$ cat src/rtl/rf_pkg.sv
// rtl/rf_pkg.sv - shared widths, constants and requester ids for the register file writeback path
package rf_pkg;
  localparam int DATA_W = 32;
  localparam int ADDR_W = 5;
  localparam int NREGS  = 2 ** ADDR_W;

  localparam logic [ADDR_W-1:0] REG_ZERO = '0;

  typedef enum logic {
    REQ_ALU = 1'b0,
    REQ_MEM = 1'b1
  } req_id_t;
endpackage

$ cat src/rtl/rf_wb_if.sv
// rtl/rf_wb_if.sv - writeback request, register file write and issue-hazard signals
interface rf_wb_if;
  import rf_pkg::*;

  logic              a_valid;
  logic              a_ready;
  logic [ADDR_W-1:0] a_reg;
  logic [DATA_W-1:0] a_data;
  logic              m_valid;
  logic              m_ready;
  logic [ADDR_W-1:0] m_reg;
  logic [DATA_W-1:0] m_data;
  logic              rf_we;
  logic [ADDR_W-1:0] rf_waddr;
  logic [DATA_W-1:0] rf_wdata;
  logic              iss_valid;
  logic [ADDR_W-1:0] iss_rs;
  logic [ADDR_W-1:0] iss_rt;
  logic [ADDR_W-1:0] iss_rd;
  logic              iss_stall;
  logic [NREGS-1:0]  busy;

  modport master (
    output a_valid, a_reg, a_data, m_valid, m_reg, m_data,
    output iss_valid, iss_rs, iss_rt, iss_rd,
    input  a_ready, m_ready, rf_we, rf_waddr, rf_wdata, iss_stall, busy
  );

  modport slave (
    input  a_valid, a_reg, a_data, m_valid, m_reg, m_data,
    input  iss_valid, iss_rs, iss_rt, iss_rd,
    output a_ready, m_ready, rf_we, rf_waddr, rf_wdata, iss_stall, busy
  );
endinterface

$ cat src/rtl/rf_scoreboard.sv
// rtl/rf_scoreboard.sv - per-register busy bits and RAW/WAW issue stall
module rf_scoreboard
  import rf_pkg::*;
(
  input  logic              clk,
  input  logic              rst,
  input  logic              iss_valid_i,
  input  logic [ADDR_W-1:0] iss_rs_i,
  input  logic [ADDR_W-1:0] iss_rt_i,
  input  logic [ADDR_W-1:0] iss_rd_i,
  input  logic              rf_we_i,
  input  logic [ADDR_W-1:0] rf_waddr_i,
  output logic              iss_stall_o,
  output logic [NREGS-1:0]  busy_o
);
  logic [NREGS-1:0] busy_q;
  logic [NREGS-1:0] busy_d;
  logic             stall;

  assign stall = iss_valid_i && (busy_q[iss_rs_i] | busy_q[iss_rt_i] | busy_q[iss_rd_i]);

  // Set is applied after clear so a new reservation survives a same-edge retire.
  always_comb begin
    busy_d = busy_q;
    if (rf_we_i) busy_d[rf_waddr_i] = 1'b0;
    if (iss_valid_i && !stall && (iss_rd_i != REG_ZERO)) busy_d[iss_rd_i] = 1'b1;
    busy_d[0] = 1'b0;
  end

  always_ff @(posedge clk or posedge rst) begin
    if (rst) busy_q <= '0;
    else     busy_q <= busy_d;
  end

  assign iss_stall_o = stall;
  assign busy_o      = busy_q;
endmodule

$ cat src/rtl/rf_wb_arbiter.sv
// rtl/rf_wb_arbiter.sv - round-robin ALU/load writeback arbiter with registered register file write stage
module rf_wb_arbiter
  import rf_pkg::*;
(
  input  logic    clk,
  input  logic    rst,
  rf_wb_if.slave  bus
);
  req_id_t           last_grant_q, last_grant_d;
  logic              rf_we_q, rf_we_d;
  logic [ADDR_W-1:0] rf_waddr_q, rf_waddr_d;
  logic [DATA_W-1:0] rf_wdata_q, rf_wdata_d;
  logic              a_grant, m_grant;
  logic              sb_stall;
  logic [NREGS-1:0]  sb_busy;

  // On conflict the requester that did not win last time goes first.
  assign a_grant = bus.a_valid && (!bus.m_valid || (last_grant_q == REQ_MEM));
  assign m_grant = bus.m_valid && (!bus.a_valid || (last_grant_q == REQ_ALU));

  always_comb begin
    last_grant_d = last_grant_q;
    rf_we_d      = 1'b0;
    rf_waddr_d   = rf_waddr_q;
    rf_wdata_d   = rf_wdata_q;
    if (a_grant) begin
      last_grant_d = REQ_ALU;
      rf_we_d      = (bus.a_reg != REG_ZERO);
      rf_waddr_d   = bus.a_reg;
      rf_wdata_d   = bus.a_data;
    end else if (m_grant) begin
      last_grant_d = REQ_MEM;
      rf_we_d      = (bus.m_reg != REG_ZERO);
      rf_waddr_d   = bus.m_reg;
      rf_wdata_d   = bus.m_data;
    end
  end

  always_ff @(posedge clk or posedge rst) begin
    if (rst) begin
      last_grant_q <= REQ_MEM;
      rf_we_q      <= 1'b0;
      rf_waddr_q   <= '0;
      rf_wdata_q   <= '0;
    end else begin
      last_grant_q <= last_grant_d;
      rf_we_q      <= rf_we_d;
      rf_waddr_q   <= rf_waddr_d;
      rf_wdata_q   <= rf_wdata_d;
    end
  end

  rf_scoreboard u_scoreboard (
    .clk         (clk),
    .rst         (rst),
    .iss_valid_i (bus.iss_valid),
    .iss_rs_i    (bus.iss_rs),
    .iss_rt_i    (bus.iss_rt),
    .iss_rd_i    (bus.iss_rd),
    .rf_we_i     (rf_we_q),
    .rf_waddr_i  (rf_waddr_q),
    .iss_stall_o (sb_stall),
    .busy_o      (sb_busy)
  );

  assign bus.a_ready   = a_grant;
  assign bus.m_ready   = m_grant;
  assign bus.rf_we     = rf_we_q;
  assign bus.rf_waddr  = rf_waddr_q;
  assign bus.rf_wdata  = rf_wdata_q;
  assign bus.iss_stall = sb_stall;
  assign bus.busy      = sb_busy;
endmodule

$ cat src/flat_wrapper.sv
// flat-port wrapper written by rule: the top's interface ports become plain ports
module rf_wb_arbiter_flat import rf_pkg::*;
  (clk, rst, bus_a_valid, bus_a_reg, bus_a_data, bus_m_valid, bus_m_reg, bus_m_data, bus_iss_valid, bus_iss_rs, bus_iss_rt, bus_iss_rd, bus_a_ready, bus_m_ready, bus_rf_we, bus_rf_waddr, bus_rf_wdata, bus_iss_stall, bus_busy);
  rf_wb_if bus_i ();
  input  logic clk;
  input  logic rst;
  input wire logic [$bits(bus_i.a_valid)-1:0] bus_a_valid;
  input wire logic [$bits(bus_i.a_reg)-1:0] bus_a_reg;
  input wire logic [$bits(bus_i.a_data)-1:0] bus_a_data;
  input wire logic [$bits(bus_i.m_valid)-1:0] bus_m_valid;
  input wire logic [$bits(bus_i.m_reg)-1:0] bus_m_reg;
  input wire logic [$bits(bus_i.m_data)-1:0] bus_m_data;
  input wire logic [$bits(bus_i.iss_valid)-1:0] bus_iss_valid;
  input wire logic [$bits(bus_i.iss_rs)-1:0] bus_iss_rs;
  input wire logic [$bits(bus_i.iss_rt)-1:0] bus_iss_rt;
  input wire logic [$bits(bus_i.iss_rd)-1:0] bus_iss_rd;
  output wire logic [$bits(bus_i.a_ready)-1:0] bus_a_ready;
  output wire logic [$bits(bus_i.m_ready)-1:0] bus_m_ready;
  output wire logic [$bits(bus_i.rf_we)-1:0] bus_rf_we;
  output wire logic [$bits(bus_i.rf_waddr)-1:0] bus_rf_waddr;
  output wire logic [$bits(bus_i.rf_wdata)-1:0] bus_rf_wdata;
  output wire logic [$bits(bus_i.iss_stall)-1:0] bus_iss_stall;
  output wire logic [$bits(bus_i.busy)-1:0] bus_busy;
  assign bus_i.a_valid = bus_a_valid;
  assign bus_i.a_reg = bus_a_reg;
  assign bus_i.a_data = bus_a_data;
  assign bus_i.m_valid = bus_m_valid;
  assign bus_i.m_reg = bus_m_reg;
  assign bus_i.m_data = bus_m_data;
  assign bus_i.iss_valid = bus_iss_valid;
  assign bus_i.iss_rs = bus_iss_rs;
  assign bus_i.iss_rt = bus_iss_rt;
  assign bus_i.iss_rd = bus_iss_rd;
  assign bus_a_ready = bus_i.a_ready;
  assign bus_m_ready = bus_i.m_ready;
  assign bus_rf_we = bus_i.rf_we;
  assign bus_rf_waddr = bus_i.rf_waddr;
  assign bus_rf_wdata = bus_i.rf_wdata;
  assign bus_iss_stall = bus_i.iss_stall;
  assign bus_busy = bus_i.busy;
  rf_wb_arbiter u_core (.clk(clk), .rst(rst), .bus(bus_i));
endmodule
$ cat config.mk
export PLATFORM = sky130hd
export DESIGN_NAME = rf_wb_arbiter_flat
export DESIGN_NICKNAME = d
export VERILOG_FILES = /design/src/rtl/rf_pkg.sv /design/src/rtl/rf_wb_if.sv /design/src/rtl/rf_scoreboard.sv /design/src/rtl/rf_wb_arbiter.sv /design/src/flat_wrapper.sv
export SDC_FILE = /design/constraint.sdc
export NUM_CORES = 1
export LEC_CHECK = 0
export ABC_AREA = 1
export CORE_UTILIZATION = 33
export DETAILED_ROUTE_END_ITERATION = 16
export PLACE_DENSITY_LB_ADDON = 0.05
export SYNTH_ARGS = -nofsm -noshare
export SYNTH_HDL_FRONTEND = slang
export SYNTH_SLANG_ARGS = --single-unit
$ cat constraint.sdc
create_clock -name clk -period 6.6 [get_ports clk]
set_input_delay 0.99 -clock clk [delete_from_list [all_inputs] [get_ports clk]]
set_output_delay 0.99 -clock clk [all_outputs]
set_load 0.05 [all_outputs]
After elaboration in Yosys (flattened, before gate mapping)
Index checks and enable logic that the tools add are counted.
{"block": "op_classes", "addsub": 0, "multipliers": 0, "div": 0, "n_lt_le_gt_ge": 6, "n_eq_ne": 0, "n_shift": 0, "mux": 20, "bitwise": 6, "reduce_logical": 16}
{"operator": "$mux W32", "count": 4}
{"operator": "$and A32 B32 Y32", "count": 1}
{"operator": "$not A32 Y32", "count": 1}
{"operator": "$or A32 B32 Y32", "count": 1}
{"operator": "$lt A5 B6 Y1 const B", "count": 4}
{"operator": "$bmux W1 S5", "count": 3}
{"operator": "$reduce_bool A5 Y1", "count": 3}
{"operator": "$demux W1 S5", "count": 2}
{"operator": "$ge A5 B1 Y1 const B", "count": 2}
{"operator": "$mux W5", "count": 2}
{"operator": "$mux W1", "count": 9}
{"operator": "$logic_and A1 B1 Y1", "count": 7}
{"operator": "$logic_not A1 Y1", "count": 3}
{"operator": "$logic_or A1 B1 Y1", "count": 2}
{"operator": "$or A1 B1 Y1", "count": 2}
{"operator": "$reduce_bool A2 Y1", "count": 1}
{"operator": "$not A1 Y1", "count": 1}
{"block": "totals", "regBits": 70, "latchBits": 0, "ram_bits": 0, "mem_bits_ro": 0, "out_inout_bits": 73, "word_cells": 53, "mem_count": 0}

Longest topological paths before layout
Gate-level depths: netlist (run 1).
{"block": "depth", "ltp_word": 9, "mapped_depth": 14, "mapped_depth_nobuf": 12}

Cells and area by module
From an unflattened synthesis (run 1), not the netlist that was laid out.
{"block": "unflattened", "cells_unflattened": 779, "area_unflattened_um2": 4926.0}
{"module": "rf_scoreboard", "instances": 1, "cells_per_inst": 440, "area_per_inst_um2": 2715.1, "seq_area_each_um2": 775.7}
{"module": "rf_wb_arbiter", "instances": 1, "cells_per_inst": 339, "area_per_inst_um2": 2210.9, "seq_area_each_um2": 977.2}

Worst setup path before layout (run 1)
Ideal clock, no wire load.
{"block": "synth_timing", "kind": "input-to-output", "start": "input bus_iss_rt[0]", "end": "output bus_iss_stall", "arrival_ps": 2917, "required_time_ps": 5610, "setup_slack_ps": 2693, "path_stages": 11, "n_path_buf": 2, "path_cell_list": "buf_4 -> inv_2 -> buf_6 -> nor2_1 -> o21ai_1 -> nand2_1 -> nand3_1 -> nand3_1 -> nand2_1 -> nor2_2 -> a21boi_0"}
{"block": "synth_via", "elab_chain_len": 5}
{"element": "start: declaration", "line_no": "flat_wrapper.sv:15", "rtl": "input wire logic [$bits(bus_i.iss_rt)-1:0] bus_iss_rt;"}
{"element": "$bmux W1 S5", "line_no": "rf_scoreboard.sv:20", "rtl": "assign stall = iss_valid_i && (busy_q[iss_rs_i] | busy_q[iss_rt_i] | busy_q[iss_rd_i]);"}
{"element": "$mux W1 (not written as such)", "line_no": "rf_scoreboard.sv:20"}
{"element": "$or A1 B1 Y1 (2 in series)", "line_no": "rf_scoreboard.sv:20"}
{"element": "$logic_and A1 B1 Y1", "line_no": "rf_scoreboard.sv:20"}
{"element": "end: declaration", "line_no": "flat_wrapper.sv:22", "rtl": "output wire logic [$bits(bus_i.iss_stall)-1:0] bus_iss_stall;"}
Every way passes these cells. The select of a mux whose other input is x is not followed.

Worst setup path after layout (run 1)
{"block": "layout_timing", "start": "input bus_iss_rs[0]", "end": "output bus_iss_stall"}
{"block": "layout_via", "elab_chain_len": 5}
{"element": "start: declaration", "line_no": "flat_wrapper.sv:14", "rtl": "input wire logic [$bits(bus_i.iss_rs)-1:0] bus_iss_rs;"}
{"element": "$bmux W1 S5", "line_no": "rf_scoreboard.sv:20"}
{"element": "$mux W1 (not written as such)", "line_no": "rf_scoreboard.sv:20"}
{"element": "$or A1 B1 Y1 (2 in series)", "line_no": "rf_scoreboard.sv:20"}
{"element": "$logic_and A1 B1 Y1", "line_no": "rf_scoreboard.sv:20"}
Every way passes these cells. The select of a mux whose other input is x is not followed.

==> reports/results.tsv, run 1 <==
metric	value	unit
Storage cell area	1753	um^2
Ports	167	
vias in the first global route	4895	
crit path capture type	primary output	
CTS max path bufs	2	
Routed wire per std cell	16.20	um
Synth area leader	dfrtp_1	
setup slack after placement	1565	ps
Pwr per Cell Area	402.5	nW/um^2
row count	42	
Main synth FF type	dfrtp_1	
worst setup path category	input pin to primary output	
outcome	finished, final reports clean	
Post-CTS Setup Repair Bufs	0	
Critical Path Max Stage Delay	850	ps
hold_ws	482.7	ps
Synth area leaders	dfrtp_1 39%, nand2_1 14%, o21ai_0 8.4%	
number of synthesized register bits	70	
Worst-path clk slew	60	ps
hold_buf cts	0	
Remaining DRCs	0	
R2R setup slack	4630	ps
CP Max Fanout	32	
total global routing overflow	0	
placed cell area	6137	um^2
maximum vdd ir drop	0.1453	mV
commonest non-fill, non-tap cells in the layout	165 x clkdlybuf4s50_1, 161 x nand2_1, 80 x nor2_1	
Post-CTS Resized	0	
clock sinks	70	
final setup fails	0	
Chip Width	118.1	um
clock tree root driver cell	clkbuf_16	
crit path time final	5066	ps
vias per inst	5.099	
CP max-delay cell	clkdlybuf4s50_1	
layout cells sized above 1	4.944	%
Total Negative Setup Slacks	0	ps
Crit path arrival time	4080	ps
Async SR Flop Fraction	100.0	%
Cells after Synth	657	
Yosys warnings	0	
Antenna Cells	0	
Detail Route Antenna Nets	0	
initial antenna violation count	0	
post-synth top area share	38.82	%
first-pass GRT wire length	25330	um
register area share after synthesis	39.41	%
Post-Route WL	15960	um
Die Area	13950	um^2
Post-synth EDFFs	0	
Slew Limit Fails	0	
Clock Latency Late Sink	340	ps
Core ar.	13190	um^2
Slew @ Worst Pin	899.3	ps
filler cell count	1341	
Achievable Freq	0.1974	GHz
cell repeated most along the worst path	nand2_1	
Avg Inst Size Synth	6.770	um^2
fin area	6472	um^2
Vias	5023	
router iterations before antenna repair	5	
Die H	118.1	um
clock buffer count from CTS	9	
CTS tree	yes	
unrepaired setup endpoints after global routing	false	
Crit path required time	5610	ps
Tcrit/Tclk final	76.76	%
area of the multi-input gates	2196	um^2
area growth from synthesis to layout	45.51	%
clock skew	9.006	ps
initial drt markers	365	
Starting Density	33.72	%
GRT Total Usage	23.36	%
largest net degree at the start of global routing	71	
# nets final	898	
Net Count, Synth	751	
worst rel slew slack	40.05	%
GP Congestion	0.9368	
min-delay worst type	register to register	
startpoint types	input pin	
crit-path cells	clkdlybuf4s50_1, clkinv_2, nand2_1, nand3_1, nand3_1, nand3_1, nand2_1, nand2_1, nand2_1, nor2_2, buf_4, a21boi_0, clkdlybuf4s50_1	
final hold vios	0	
Port Buffers	165	
number of max-cap violations	0	
Max H-tree Level	3	
Cell variety after synth	30	
Cell Area, Synth	4448	um^2
setup slack after layout	1534	ps
Lkg Pwr	2.898	nW
Final HPWL DP	11710	um
Final Util	49.07	%
leading cell type in the layout, fill and taps excluded	clkdlybuf4s50_1	
[routing by layer]
metal	vias to the layer above	share of wire, %	global-route usage [%]
met4	0	3.4	11.06
met3	36	9.7	7.122
li1	2453	-	-
met5	-	0	0
met1	2287	41	28.86
met2	247	46	37.10
[synthesized netlist by cell type (7+ instances only)]
| library cell | instances |
|---|---|
| nand2_1 | 161 |
| nor2_1 | 80 |
| o21ai_0 | 75 |
| dfrtp_1 | 69 |
| nand3_1 | 64 |
| inv_1 | 62 |
| nand4_1 | 31 |
| o21ai_1 | 30 |
| clkbuf_1 | 15 |
| buf_4 | 8 |
| buf_6 | 8 |
| nor3_1 | 8 |
| o22ai_1 | 7 |
[path summary, 6_finish.rpt]
path | start | endpoint | cells after the start
min reg2reg | u_core.bus.rf_wdata[5] | u_core.bus.rf_wdata[5] | 2
max reg2reg | u_core.u_scoreboard.busy_o[31] | u_core.u_scoreboard.busy_o[7] | 11
max | bus_iss_rs[0] | bus_iss_stall | 13
min | u_core.bus.rf_wdata[5] | u_core.bus.rf_wdata[5] | 2
max in group asynchronous | rst | u_core.bus.rf_wdata[9] | 3
min in group asynchronous | rst | u_core.u_scoreboard.busy_o[31] | 3
[final cells by class]
type | instances | share of cell area (%)
Clock inverter | 3 | 1.005
Sequential cell | 70 | 27.08
Tap cell | 176 | 3.402
Timing Repair Buffer | 172 | 26.33
Clock buffer | 13 | 4.176
Inverter | 70 | 4.079
Multi-Input combinational cell | 481 | 33.93
[logic make-up (layout without fill, tap and decap cells)]
logic type	count (synthesis)	in the layout	share of synthesized area, %
simple gates	352	352	34.04
compound gates	128	128	15.16
buf+inv	106	258	11.31
flops	70	70	39.41
other cells	1	1	0.08431
[report_power, final]
group / total [mW] / internal (mW) / leakage, nW / switching (mW)
sequential: 0.723 / 0.564 / 0.836 / 0.159
clock: 0.542 / 0.361 / 0.166 / 0.181
combinational: 1.34 / 0.420 / 1.90 / 0.920
total: 2.61 / 1.35 / 2.90 / 1.26
[critical path, delay by kind of cell]
kind	cells	cell delay [ps]
AO/OA/AOI/OAI	1	200
AND/OR/NAND/NOR	8	610
buffers and inverters	4	2250
[registers in the layout (all words and copies together), names as in the netlist]
register / flops
u_core.last_grant_q: 1
u_core.bus.rf_we: 1
u_core.bus.rf_waddr: 5
u_core.u_scoreboard.busy_o: 31
u_core.bus.rf_wdata: 32
[metrics by stage]
| stage | instances | total power [mW] |
|---|---|---|
| global route | 985 | 2.736 |
| global placement | 969 | 2.062 |
| CTS | 985 | 2.622 |
| finish | 985 | 2.605 |
| floorplan | 657 | 1.546 |
| detailed placement | 969 | 2.068 |
No activity file was read; power rests on OpenSTA's default activity.
==> run 2: changes to the inputs <==
==> constraint.sdc (replaced) <==
create_clock -name clk -period 4.7 [get_ports clk]
set_input_delay 0.705 -clock clk [delete_from_list [all_inputs] [get_ports clk]]
set_output_delay 0.705 -clock clk [all_outputs]
set_load 0.05 [all_outputs]
==> run 2 against run 1 <==
Net effect:
- combinational power grew 42%
- die area unchanged
- critical path type unchanged
- count of clock-buffer cells in the layout did not move
- largest cell class unchanged
- utilization fell by 0.32 points
- wire length grew 3.0%
- register-to-register slack worse by 2000 ps
==> reports/results.tsv, run 2 (synthesis results as in run 1) <==
metric	value	unit	change
clock sinks	70		unchanged
Hold Crit Endpoint	u_core.bus.rf_wdata[2]		
Post-Route WL	16440	um	+3.0%
crit path time final	3698	ps	
crit-path cells	clkdlybuf4s50_1, clkinv_2, nand2_1, nand3_1, nand3_1, nand3_1, nand2_1, nand2_1, nand2_1, nor2_2, a21boi_0, buf_4		
clock buffer count from CTS	9		unchanged
Worst Reg2Reg Path Length in Cells	12		+1
total global routing overflow	0		unchanged
initial drt markers	509		+39%
# nets final	897		-0.11%
Slew @ Worst Pin	1051	ps	+151.9 ps
unrepaired setup endpoints after global routing	false		
first-pass GRT wire length	26500	um	+4.6%
area growth from synthesis to layout	44.56	%	
final setup fails	0		unchanged
router iterations before antenna repair	7		+2
Slew Limit Fails	0		unchanged
Lkg Pwr	2.874	nW	-0.82%
hold path depth	2		unchanged
CTS max path bufs	2		unchanged
vias in the first global route	5103		+4.2%
Post-CTS Setup Repair Bufs	0		unchanged
Vias	5083		+1.2%
GP Congestion	0.9066		-3.2%
Max H-tree Level	3		unchanged
cell repeated most along the worst path	nand2_1		
Clock Latency Late Sink	340	ps	about the same
fin area	6430	um^2	-0.66%
final hold vios	0		unchanged
clock tree root driver cell	clkbuf_16		
Routed wire per std cell	16.71	um	+3.1%
leading cell type in the layout, fill and taps excluded	clkdlybuf4s50_1		
commonest non-fill, non-tap cells in the layout	164 x clkdlybuf4s50_1, 161 x nand2_1, 80 x nor2_1		
row count	42		unchanged
worst rel slew slack	29.84	%	-10 points
Die Area	13950	um^2	unchanged
Core ar.	13190	um^2	unchanged
Pwr per Cell Area	561.2	nW/um^2	+39%
Total Negative Setup Slacks	0	ps	unchanged
hold_ws	486.1	ps	+3.390 ps
Tcrit/Tclk final	78.68	%	
placed cell area	6127	um^2	-0.16%
Port Buffers	165		unchanged
Achievable Freq	0.2704	GHz	
Antenna Cells	0		unchanged
R2R setup slack	2620	ps	-2010 ps
Worst R2R End	u_core.u_scoreboard.busy_o[6]		
Detail Route Antenna Nets	0		unchanged
CP max-delay cell	clkdlybuf4s50_1		
Worst-path clk slew	60	ps	about the same
worst setup path category	input pin to primary output		
Remaining DRCs	0		unchanged
Tot Pwr	3.608	mW	+38%
max reg flops	32		unchanged
Final HPWL DP	11680	um	-0.22%
min-delay worst type	register to register		
worst r2r src	u_core.u_scoreboard.busy_o[15]		
CP Max Fanout	17		-47%
Starting Density	33.72	%	unchanged
maximum vdd ir drop	0.2033	mV	+40%
number of max-cap violations	0		unchanged
outcome	finished, final reports clean		
Crit path arrival time	2990	ps	-1090 ps
clock skew	7.297	ps	-1.709 ps
Critical Path Max Stage Delay	850	ps	about the same
vias per inst	5.166		+1.3%
hold_buf cts	0		unchanged
crit path capture type	primary output		
largest net degree at the start of global routing	48		-32%
Chip Width	118.1	um	unchanged
CTS tree	yes		
initial antenna violation count	0		unchanged
Crit path required time	3990	ps	-1620 ps
hold_sp	u_core.bus.rf_wdata[2]		
Post-CTS Resized	0		unchanged
Ports	167		unchanged
GRT Total Usage	24.25	%	+0.89 points
startpoint types	input pin		
Die H	118.1	um	unchanged
layout cells sized above 1	4.827	%	-0.12 points
-- run 2: cell count changes in the layout (fill, tap and decap cells not counted), sizes merged --
cell           delta
clkdlybuf4s50     -1
clkinvlp          +1
bufinv            -1
-- run 2: routing by layer --
| metal | global-route usage (%) | routed length (um) | up-vias |
|---|---|---|---|
| met2 | 38.20 | 7428 | 224 |
| met4 | 12.42 | 729 | 0 |
| met5 | 0 | 0 | - |
| met1 | 29.37 | 6849 | 2367 |
| li1 | - | - | 2450 |
| met3 | 8.140 | 1431 | 42 |
-- run 2: worst max path at each step --
stage,from,endpoint
after global routing,bus_iss_rs[0],bus_iss_stall
final,bus_iss_rs[0],bus_iss_stall
after floorplan,bus_iss_rt[0],bus_iss_stall
after CTS,bus_iss_rs[0],bus_iss_stall
after global placement,bus_iss_rs[0],bus_iss_stall
after detailed placement,bus_iss_rs[0],bus_iss_stall
-- run 2: through the flow --
stage               cells  worst slack [ps]  utilization [%]
floorplan             657              1363                -
global placement      968              1080            46.45
detailed placement    968              1030            46.45
CTS                   984              1020            48.75
global route          984             792.7            48.75
finish                984              1002            48.75
-- run 2: cell type report --
cell class | instances | area, um^2
multi-input combinational | 481 | 2196
timing repair buffer | 171 | 1694
clock inverter | 3 | 42.54
clock buffer | 13 | 260.3
tap | 176 | 220.2
sequential | 70 | 1753
fill | 1360 | 6760
inverter | 70 | 264.0
-- run 2: critical path, delay by kind of cell --
| kind | cells | cell delay, ps |
|---|---|---|
| and+or+nand+nor | 8 | 700 |
| buffers and inverters | 3 | 1420 |
| AOI/OAI and AO/OA | 1 | 160 |
-- run 2: report_power, final --
| part | internal [mW] | switching, mW |
|---|---|---|
| clock | 0.439 | 0.264 |
| combinational | 0.591 | 1.30 |
| sequential | 0.792 | 0.217 |
| total | 1.82 | 1.79 |
==> run 3: changes to the inputs <==
==> constraint.sdc (replaced) <==
create_clock -name clk -period 3.64 [get_ports clk]
set_input_delay 0.546 -clock clk [delete_from_list [all_inputs] [get_ports clk]]
set_output_delay 0.546 -clock clk [all_outputs]
set_load 0.05 [all_outputs]
==> run 3 against run 2 <==
Net effect:
- combinational power increased by 28%
- utilization is 0.36 points higher
- first-iteration DRC count decreased by 47%
- cell count is 0.51% higher
- wire length shrank 1.9%
- non-clock buffer count is 5 higher
- clock skew grew 2.4 ps
- design area rose by 0.74%
- clock power rose by 27%
- worst setup slack got worse by 680 ps
- sequential power grew 29%
- register-to-register slack got worse by 1100 ps
- critical endpoint unchanged
- highest routed layer unchanged
==> reports/results.tsv, run 3 (synthesis results as in run 1) <==
metric	value	unit	change
Die H	118.1	um	unchanged
Antenna Cells	0		unchanged
outcome	finished, final reports clean		
Tcrit/Tclk final	91.05	%	
Crit path arrival time	2770	ps	-220 ps
Routed wire per std cell	16.31	um	-2.4%
Starting Density	33.72	%	unchanged
commonest non-fill, non-tap cells in the layout	162 x clkdlybuf4s50_1, 161 x nand2_1, 80 x nor2_1		
Slew @ Worst Pin	937.8	ps	-113.3 ps
largest net degree at the start of global routing	43		-10%
clock skew	9.702	ps	+2.405 ps
filler cell count	1337		-1.7%
CP max-delay cell	clkdlybuf4s50_1		
final hold vios	0		unchanged
Remaining DRCs	0		unchanged
DR top layer	met4		
Post-Route WL	16130	um	-1.9%
CTS max path bufs	2		unchanged
clock buffer count from CTS	9		unchanged
crit-path cells	clkdlybuf4s50_1, inv_1, nand3_1, nand3_1, nand3_1, nand2_1, nand2_1, nand2_1, nor2_2, a21boi_0, buf_4		
Ports	167		unchanged
first-pass GRT wire length	25630	um	-3.3%
Achievable Freq	0.3017	GHz	
clock tree root driver cell	clkbuf_16		
Core ar.	13190	um^2	unchanged
layout cells sized above 1	5.781	%	+0.95 points
GRT Total Usage	23.68	%	-0.58 points
unrepaired setup endpoints after global routing	false		
max reg flops	32		unchanged
row count	42		unchanged
crit path capture type	primary output		
Worst-path clk slew	50	ps	about the same
fin area	6477	um^2	+0.74%
Final Util	49.11	%	+0.36 points
Pwr per Cell Area	714.3	nW/um^2	+27%
Met2 Routed Length	7758	um	+4.4%
placed cell area	6175	um^2	+0.78%
GP Congestion	0.8772		-3.2%
worst rel slew slack	37.41	%	+7.6 points
clock sinks	70		unchanged
Chip Width	118.1	um	unchanged
vias per inst	5.071		-1.8%
area growth from synthesis to layout	45.63	%	
Detail Route Antenna Nets	0		unchanged
Port Buffers	165		unchanged
Total Negative Setup Slacks	0	ps	unchanged
hold_buf cts	0		unchanged
Vias	5015		-1.3%
crit path time final	3314	ps	
worst setup path category	input pin to primary output		
Max H-tree Level	3		unchanged
Lkg Pwr	2.915	nW	+1.4%
Slew Limit Fails	0		unchanged
router iterations before antenna repair	7		unchanged
maximum vdd ir drop	0.2314	mV	+14%
vias in the first global route	4966		-2.7%
number of max-cap violations	0		unchanged
startpoint types	input pin		
met1 wire length	6541	um	-4.5%
final setup fails	0		unchanged
CP Max Fanout	9		-8
Clock Latency Late Sink	340	ps	about the same
initial antenna violation count	0		unchanged
# nets final	902		+0.56%
Die Area	13950	um^2	unchanged
Crit path required time	3090	ps	-900 ps
initial drt markers	270		-47%
total global routing overflow	0		unchanged
DR WL met3	1418	um	-0.91%
Critical Path Max Stage Delay	700	ps	-150 ps
CTS tree	yes		
min-delay worst type	register to register		
Final HPWL DP	11940	um	+2.2%
leading cell type in the layout, fill and taps excluded	clkdlybuf4s50_1		
==> run 3: changes by cell type in the layout (fill, tap and decap cells not counted), sizes merged <==
cell	delta
clkdlybuf4s50	-2
dlymetal6s2s	+1
buf	+6
clkinv	+3
clkbuf	-3
==> run 3: final timing paths <==
check                                               start                        endpoint  slack (ps)  cells after the start
max                                         bus_iss_rs[1]                   bus_iss_stall         330                     11
min                                u_core.bus.rf_wdata[2]          u_core.bus.rf_wdata[2]         490                      2
max reg2reg                u_core.u_scoreboard.busy_o[27]   u_core.u_scoreboard.busy_o[6]        1540                     12
min reg2reg                        u_core.bus.rf_wdata[2]          u_core.bus.rf_wdata[2]         490                      2
max in group asynchronous                             rst             u_core.last_grant_q        2130                      3
min in group asynchronous                             rst  u_core.u_scoreboard.busy_o[16]         680                      2
==> run 3: where the power goes <==
group / leakage, nW / internal [mW] / switching [mW]
clock: 0.148 / 0.546 / 0.350
combinational: 1.93 / 0.770 / 1.66
sequential: 0.836 / 1.02 / 0.278
==> run 3: metal layers <==
metal | up-vias | track usage, %
met1 | 2309 | 27.48
met4 | 0 | 9.375
met2 | 216 | 40.29
met5 | - | 0
li1 | 2460 | -
met3 | 30 | 7.558
==> run 3: worst max-delay path, delay by kind of cell <==
family,cells,cell delay [ps]
compound gates,1,180
simple gates,7,850
buf+inv,3,1180
==> run 3: through the flow <==
stage / setup slack (ps) / instances / total power, mW / hold WS [ps]
floorplan: 620.6 / 657 / 2.803 / 478.3
global placement: 256.6 / 973 / 3.729 / 471.3
detailed placement: 181.3 / 973 / 3.736 / 476.5
CTS: 163.7 / 989 / 4.652 / 492.8
global route: 146.2 / 989 / 4.864 / 507.2
finish: 325.8 / 989 / 4.627 / 486.7
==> run 3: timing repair <==
action,4_1_cts,5_1_grt
resized for setup,0,1
buffers inserted,0,0
endpoints found under the setup margin,0,1
==> run 3: cell type report <==
type | instances | area (um^2) | area share (%)
multi-input combinational | 481 | 2196 | 33.90
sequential | 70 | 1753 | 27.06
timing repair buffer | 176 | 1744 | 26.93
inverter | 70 | 264.0 | 4.076
clock buffer | 10 | 239.0 | 3.689
tap | 176 | 220.2 | 3.400
clock inverter | 6 | 61.31 | 0.9465
==> RTL change 1 (config.mk and constraints of run 3) <==
Set the package constant `ADDR_W` to 4 (it was 5).
--- a/src/rtl/rf_pkg.sv
+++ b/src/rtl/rf_pkg.sv
@@ -3,3 +3,3 @@
   localparam int DATA_W = 32;
-  localparam int ADDR_W = 5;
+  localparam int ADDR_W = 4;
   localparam int NREGS  = 2 ** ADDR_W;
Interface: changed (7 resized); port bits go from 167 to 145. No check against the original RTL was run, so the function may have changed too.
==> RTL change 1 against run 3 <==
- sequential cell count is 17 lower
- utilization is 2.7 points higher
- worst setup slack better by 0.25 ns
- design area is 25% lower
- wire length is 44% lower
- total power is 42% lower
- critical path depth stayed put
- highest routed layer unchanged
- synthesized area is 26% lower
==> RTL change 1: results (changes against run 3) <==
Status
  – Outcome: completed

Cells and area
  – # diodes: 0 (unchanged)
  – Fillers: 901 (-33%)
  – NumNets Final: 605 (-33%)
  – Fraction of layout cells with a size suffix above 1: 0.1741 (+0.1163)

Clock network
  – Worst-Skew Late Latency: 0.31 ns (-0.03 ns)
  – CTS Root Cell: clkbuf_8
  – CTS buffer count: 5 (-4)
  – CTS H-tree lvls: 2 (-1)
  – Worst-path clk slew: 0.10 ns (+0.05 ns)

Synth
  – Synth area leaders: dfrtp_1 (40%), mux2_2 (22%), nand2_1 (10%)
  – Synth unique cells: 30 (unchanged)
  – Post-synthesis net count: 468 (-38%)
  – Sequential area share after synthesis: 0.4053 (+0.01118)
  – Commonest cells post-synth: nand2_1 (89), mux2_2 (64), dfrtp_1 (52)

Timing
  – Max Clock Skew: 0.01821 ns (+0.008507 ns)
  – Slew Limit Headroom: 0.3555 (-0.01861)

Critical path
  – Reg-to-Reg End: u_core.bus.rf_wdata[3]$_DFFE_PP0P_
  – R2R Setup Slk: 1.67 ns (+0.13 ns)
  – Max FO, Critical Path: 16 (+7)
  – RR Startpoint: u_core.last_grant_q$_DFFE_PP1P_
  – CP arrival: 2.52 ns (-0.25 ns)
  – R2R depth: 5 (-7)

Placed design
  – IO buf count: 143 (-13%)
  – Final GP Congestion: 0.8532 (-2.7%)
  – Post-DP HPWL: 6.985 mm (-42%)

Drt
  – Via-per-instance ratio: 4.763 (-6.1%)
  – Routed len/inst: 13.93 um (-15%)
  – First-pass iteration count of the detailed router: 4 (-3)
  – Drt initial violations: 68 (-75%)

Min path
  – Hold-critical path depth: 1 (-1)
  – Hold EP: u_core.bus.rf_wdata[4]$_DFFE_PP0P_

Global routing
  – Vias in the first global route: 3,112 (-37%)
  – First-pass GRT wire length: 15.06 mm (-41%)
  – Initial antenna violation count: 0 (unchanged)

Power and ir drop
  – Maximum vdd drop: 0.2447 mV (+5.8%)
  – Leakage: 2.145 nW (-26%)
[RTL change 1: cell count changes after synthesis, moves of 27 or more]
cell     before  now
nand2_1     161   89
o21ai_1      30    3
mux2_2        0   64
o21ai_0      75   15
nand3_1      64   32
nor2_1       80   30
[RTL change 1: metrics by stage]
step           setup WS [ns]  hold WS [ns]  instances  area, sq um    util
2_1_floorplan         0.9661        0.4784        379         3276       -
3_3_place_gp          0.6177        0.4886        638         4780  0.5076
3_5_place_dp          0.5769        0.4931        638         4780  0.5076
4_1_cts               0.5676        0.5115        646         4873  0.5176
5_1_grt               0.2752        0.5250        646         4873  0.5176
6_report              0.5715        0.5125        646         4873  0.5176
[RTL change 1: worst max-delay path by stage]
| stage | startpoint | endpoint | slack (ns) | cells past startpoint |
|---|---|---|---|---|
| global route | bus_iss_rd[0] | bus_iss_stall | 0.28 | 13 |
| CTS | bus_iss_rd[0] | bus_iss_stall | 0.57 | 11 |
| floorplan | u_core.u_scoreboard.busy_o[13]$_DFF_PP0_ | bus_iss_stall | 0.97 | 9 |
| detailed placement | bus_iss_rd[0] | bus_iss_stall | 0.58 | 11 |
| global placement | bus_iss_rd[0] | bus_iss_stall | 0.62 | 11 |
| finish | bus_iss_rd[0] | bus_iss_stall | 0.57 | 11 |
[RTL change 1: report_power, final]
group | total (mW) | internal, mW | switching (mW) | leakage [nW]
registers | 0.914 | 0.730 | 0.184 | 0.631
logic | 1.40 | 0.521 | 0.883 | 1.47
clock network | 0.349 | 0.155 | 0.194 | 0.0445
[RTL change 1: cell families after synthesis]
group                  after synthesis  share of synthesized area
AO/OA/AOI/OAI                       29                    0.05042
other                                1                   0.001145
multiplexers                        64                     0.2200
flip-flops                          53                     0.4053
AND/OR/NAND/NOR                    174                     0.2357
buffers and inverters               58                    0.08747
[RTL change 1: layout make-up]
type                       count  share of cell area
sequential                    53              0.2724
timing repair buffer         146              0.2978
clock buffer                   7             0.01772
inverter                      42             0.03389
tap                          129             0.03312
multi-input combinational    268              0.3435
clock inverter                 1            0.001540
[RTL change 1: metal layers]
| layer | wire, um | vias to the layer above | track usage |
|---|---|---|---|
| met1 | 3987 | 1432 | 0.2380 |
| met3 | 759 | 6 | 0.06625 |
| met2 | 4190 | 108 | 0.3087 |
| met4 | 59 | 0 | 0.03567 |
| met5 | 0 | - | 0 |
| li1 | - | 1531 | - |
[RTL change 1: worst max-delay path, cell delays in order]
cell and delay, ns:
clkdlybuf4s50_1 0.73, inv_1 0.17, nand3_1 0.10, nand2_1 0.05
nor2_1 0.10, nor2_1 0.05, nor2_2 0.09, nand2_2 0.07
nor2_4 0.27, a21oi_1 0.13, buf_4 0.21
==> RTL change 2 (config.mk and constraints of run 3) <==
Without the edit above. Make the reset (`rst`) synchronous in 2 clocked blocks.
--- a/src/rtl/rf_scoreboard.sv
+++ b/src/rtl/rf_scoreboard.sv
@@ -29,3 +29,3 @@
 
-  always_ff @(posedge clk or posedge rst) begin
+  always_ff @(posedge clk) begin
     if (rst) busy_q <= '0;
--- a/src/rtl/rf_wb_arbiter.sv
+++ b/src/rtl/rf_wb_arbiter.sv
@@ -38,3 +38,3 @@
 
-  always_ff @(posedge clk or posedge rst) begin
+  always_ff @(posedge clk) begin
     if (rst) begin
Formal check against the unedited RTL: differs if rst is asserted again (counterexample within 4 cycles, from zero or initial values and one cycle with rst high); with rst held inactive, the same outputs for 4 cycles.
==> RTL change 2 against run 3 <==
- utilization increased by 1.9 points
- wire length decreased by 1.5%
- synthesized cell count increased by 0.15%
- worst setup slack improved by 0.28 ns
- design area decreased by 4.9%
- synthesized area decreased by 7.6%
- sequential cell count unchanged
- final cell count decreased by 1.1%
- global-route usage increased by 1.3 points
- critical endpoint unchanged
Power is not compared: it rests on default switching activity, and its combinational part moved more than twofold at a synthesized area within 25%.
==> RTL change 2: results (changes against run 3) <==
Placed design
  – Placed Cells: 962 (-1.1%)
  – Final GP Congestion: 0.9192 (+4.8%)
  – Post-DP HPWL: 11.59 mm (-2.9%)
  – IO buf count: 165 (unchanged)
  – Setup slack at placement: 0.6077 ns (+0.4264 ns)
  – Area post-placement: 0.005824 sq mm (-5.7%)

Drt
  – WL met2: 7.541 mm (-2.8%)
  – Top sig layer: met4
  – Via Count: 5,095 (+1.6%)
  – Drt initial violations: 393 (+46%)
  – First-pass iteration count of the detailed router: 6 (-1)
  – Via-per-instance ratio: 5.210 (+2.7%)
  – WL met3: 1.575 mm (+11%)
  – Post-Route M1 WL: 6.283 mm (-3.9%)
  – WL final: 15.88 mm (-1.5%)

Synth
  – Cell Area, Synth: 0.004110 sq mm (-7.6%)
  – Ys Warns: 0 (unchanged)
  – Synth area leaders: dfxtp_1 (34%), nand2_1 (18%), nand3_1 (8.3%)
  – Synth async-reset ratio: 0 (-1.000)
  – Commonest cells post-synth: nand2_1 (192), dfxtp_1 (70), nand3_1 (68)
  – Most used flip-flop cell after synthesis: dfxtp_1
  – Sequential area share after synthesis: 0.3409 (-0.05315)
  – Post-synthesis net count: 752 (+0.13%)
  – Post-Synthesis Cells: 658 (+0.15%)

Cells and area
  – Fraction of area in multi-input gates: 0.3608 (+0.02183)
  – Seq area share: 0.2275 (-0.04307)
  – ClkCell Share: 0.05425 (+0.007887)
  – # clk buffers: 11 (+1)
  – Non-clock inverter total of the final layout: 72 (+2.9%)
  – Fillers: 1,194 (-11%)
  – NumNets Final: 899 (-0.33%)
  – Fraction of layout cells with a size suffix above 1: 0.04815 (-0.009662)
  – Non-clk bufs: 175 (-0.57%)
  – Max reg flops: 32 (unchanged)
  – Non-clk buf share: 0.2792 (+0.009887)
  – # diodes: 0 (unchanged)
  – Comb_multi_in: 477 (-0.83%)
  – Seq_cells: 70 (unchanged)

Global routing
  – GR Util met2: 0.4199 (+0.01698)
  – Largest net degree at the start of global routing: 48 (+12%)
  – Grt met3 use: 0.08130 (+0.005715)
  – Vias in the first global route: 4,853 (-2.3%)
  – Met1 GRT Util: 0.2945 (+0.01970)
  – Total track usage: 0.2500 (+0.01321)
  – First-pass GRT wire length: 24.93 mm (-2.7%)

Critical path
  – CP arrival: 2.49 ns (-0.28 ns)
  – Critical path's largest stage delay: 0.60 ns (-0.10 ns)
  – Max FO, Critical Path: 16 (+7)

Power and ir drop
  – Leakage: 2.428 nW
  – Maximum vdd drop: 0.2249 mV

Clock network
  – CTS H-tree lvls: 3 (unchanged)

Timing
  – Worst-Margin Slew: 0.9619 ns (+0.02404 ns)
  – Max Clock Skew: 0.006516 ns (-0.003186 ns)

Status
  – Outcome: completed

Min path
  – Min-Delay Path Class: flip-flop to flip-flop
RTL change 2: cell count changes after synthesis, sizes merged, moves of 3 or more:
cell / before / now
a21oi: 6 / 41
a221oi: 0 / 3
a31oi: 1 / 32
buf: 18 / 23
dfrtp: 69 / 0
dfxtp: 0 / 70
nand2: 165 / 193
nand3: 64 / 68
nor2: 84 / 52
o21ai: 105 / 34
RTL change 2: cell families after synthesis:
group / count (synthesis) / share of synthesized area
buffers and inverters: 111 / 0.1193
DFF: 70 / 0.3409
AOI/OAI and AO/OA: 125 / 0.1729
and+or+nand+nor: 351 / 0.3659
other: 1 / 0.0009124
RTL change 2: worst reg2reg max path, delay by kind of cell (launching register included):
| kind | cells | cell delay [ns] |
|---|---|---|
| AO/OA/AOI/OAI | 1 | 0.18 |
| flip-flops | 1 | 0.32 |
| AND/OR/NAND/NOR | 9 | 0.80 |
| buffers and inverters | 2 | 0.50 |
RTL change 2: where the power goes:
| part | internal (mW) | switching (mW) | leakage [nW] | total (mW) |
|---|---|---|---|---|
| sequential | 0.806 | 0.0287 | 0.574 | 0.834 |
| combinational | 0.225 | 0.370 | 1.69 | 0.595 |
| clock | 0.637 | 0.355 | 0.162 | 0.992 |
| total | 1.67 | 0.754 | 2.43 | 2.42 |
RTL change 2: worst paths after layout:
kind	from	slack, ns	cells past startpoint	to
setup / recovery	bus_iss_rd[1]	0.60	12	bus_iss_stall
hold / removal	u_core.last_grant_q$_SDFFE_PP1P_	0.47	2	u_core.last_grant_q$_SDFFE_PP1P_
setup reg to reg	u_core.u_scoreboard.busy_o[21]$_SDFF_PP0_	1.76	12	u_core.u_scoreboard.busy_o[7]$_SDFF_PP0_
hold reg to reg	u_core.last_grant_q$_SDFFE_PP1P_	0.47	2	u_core.last_grant_q$_SDFFE_PP1P_
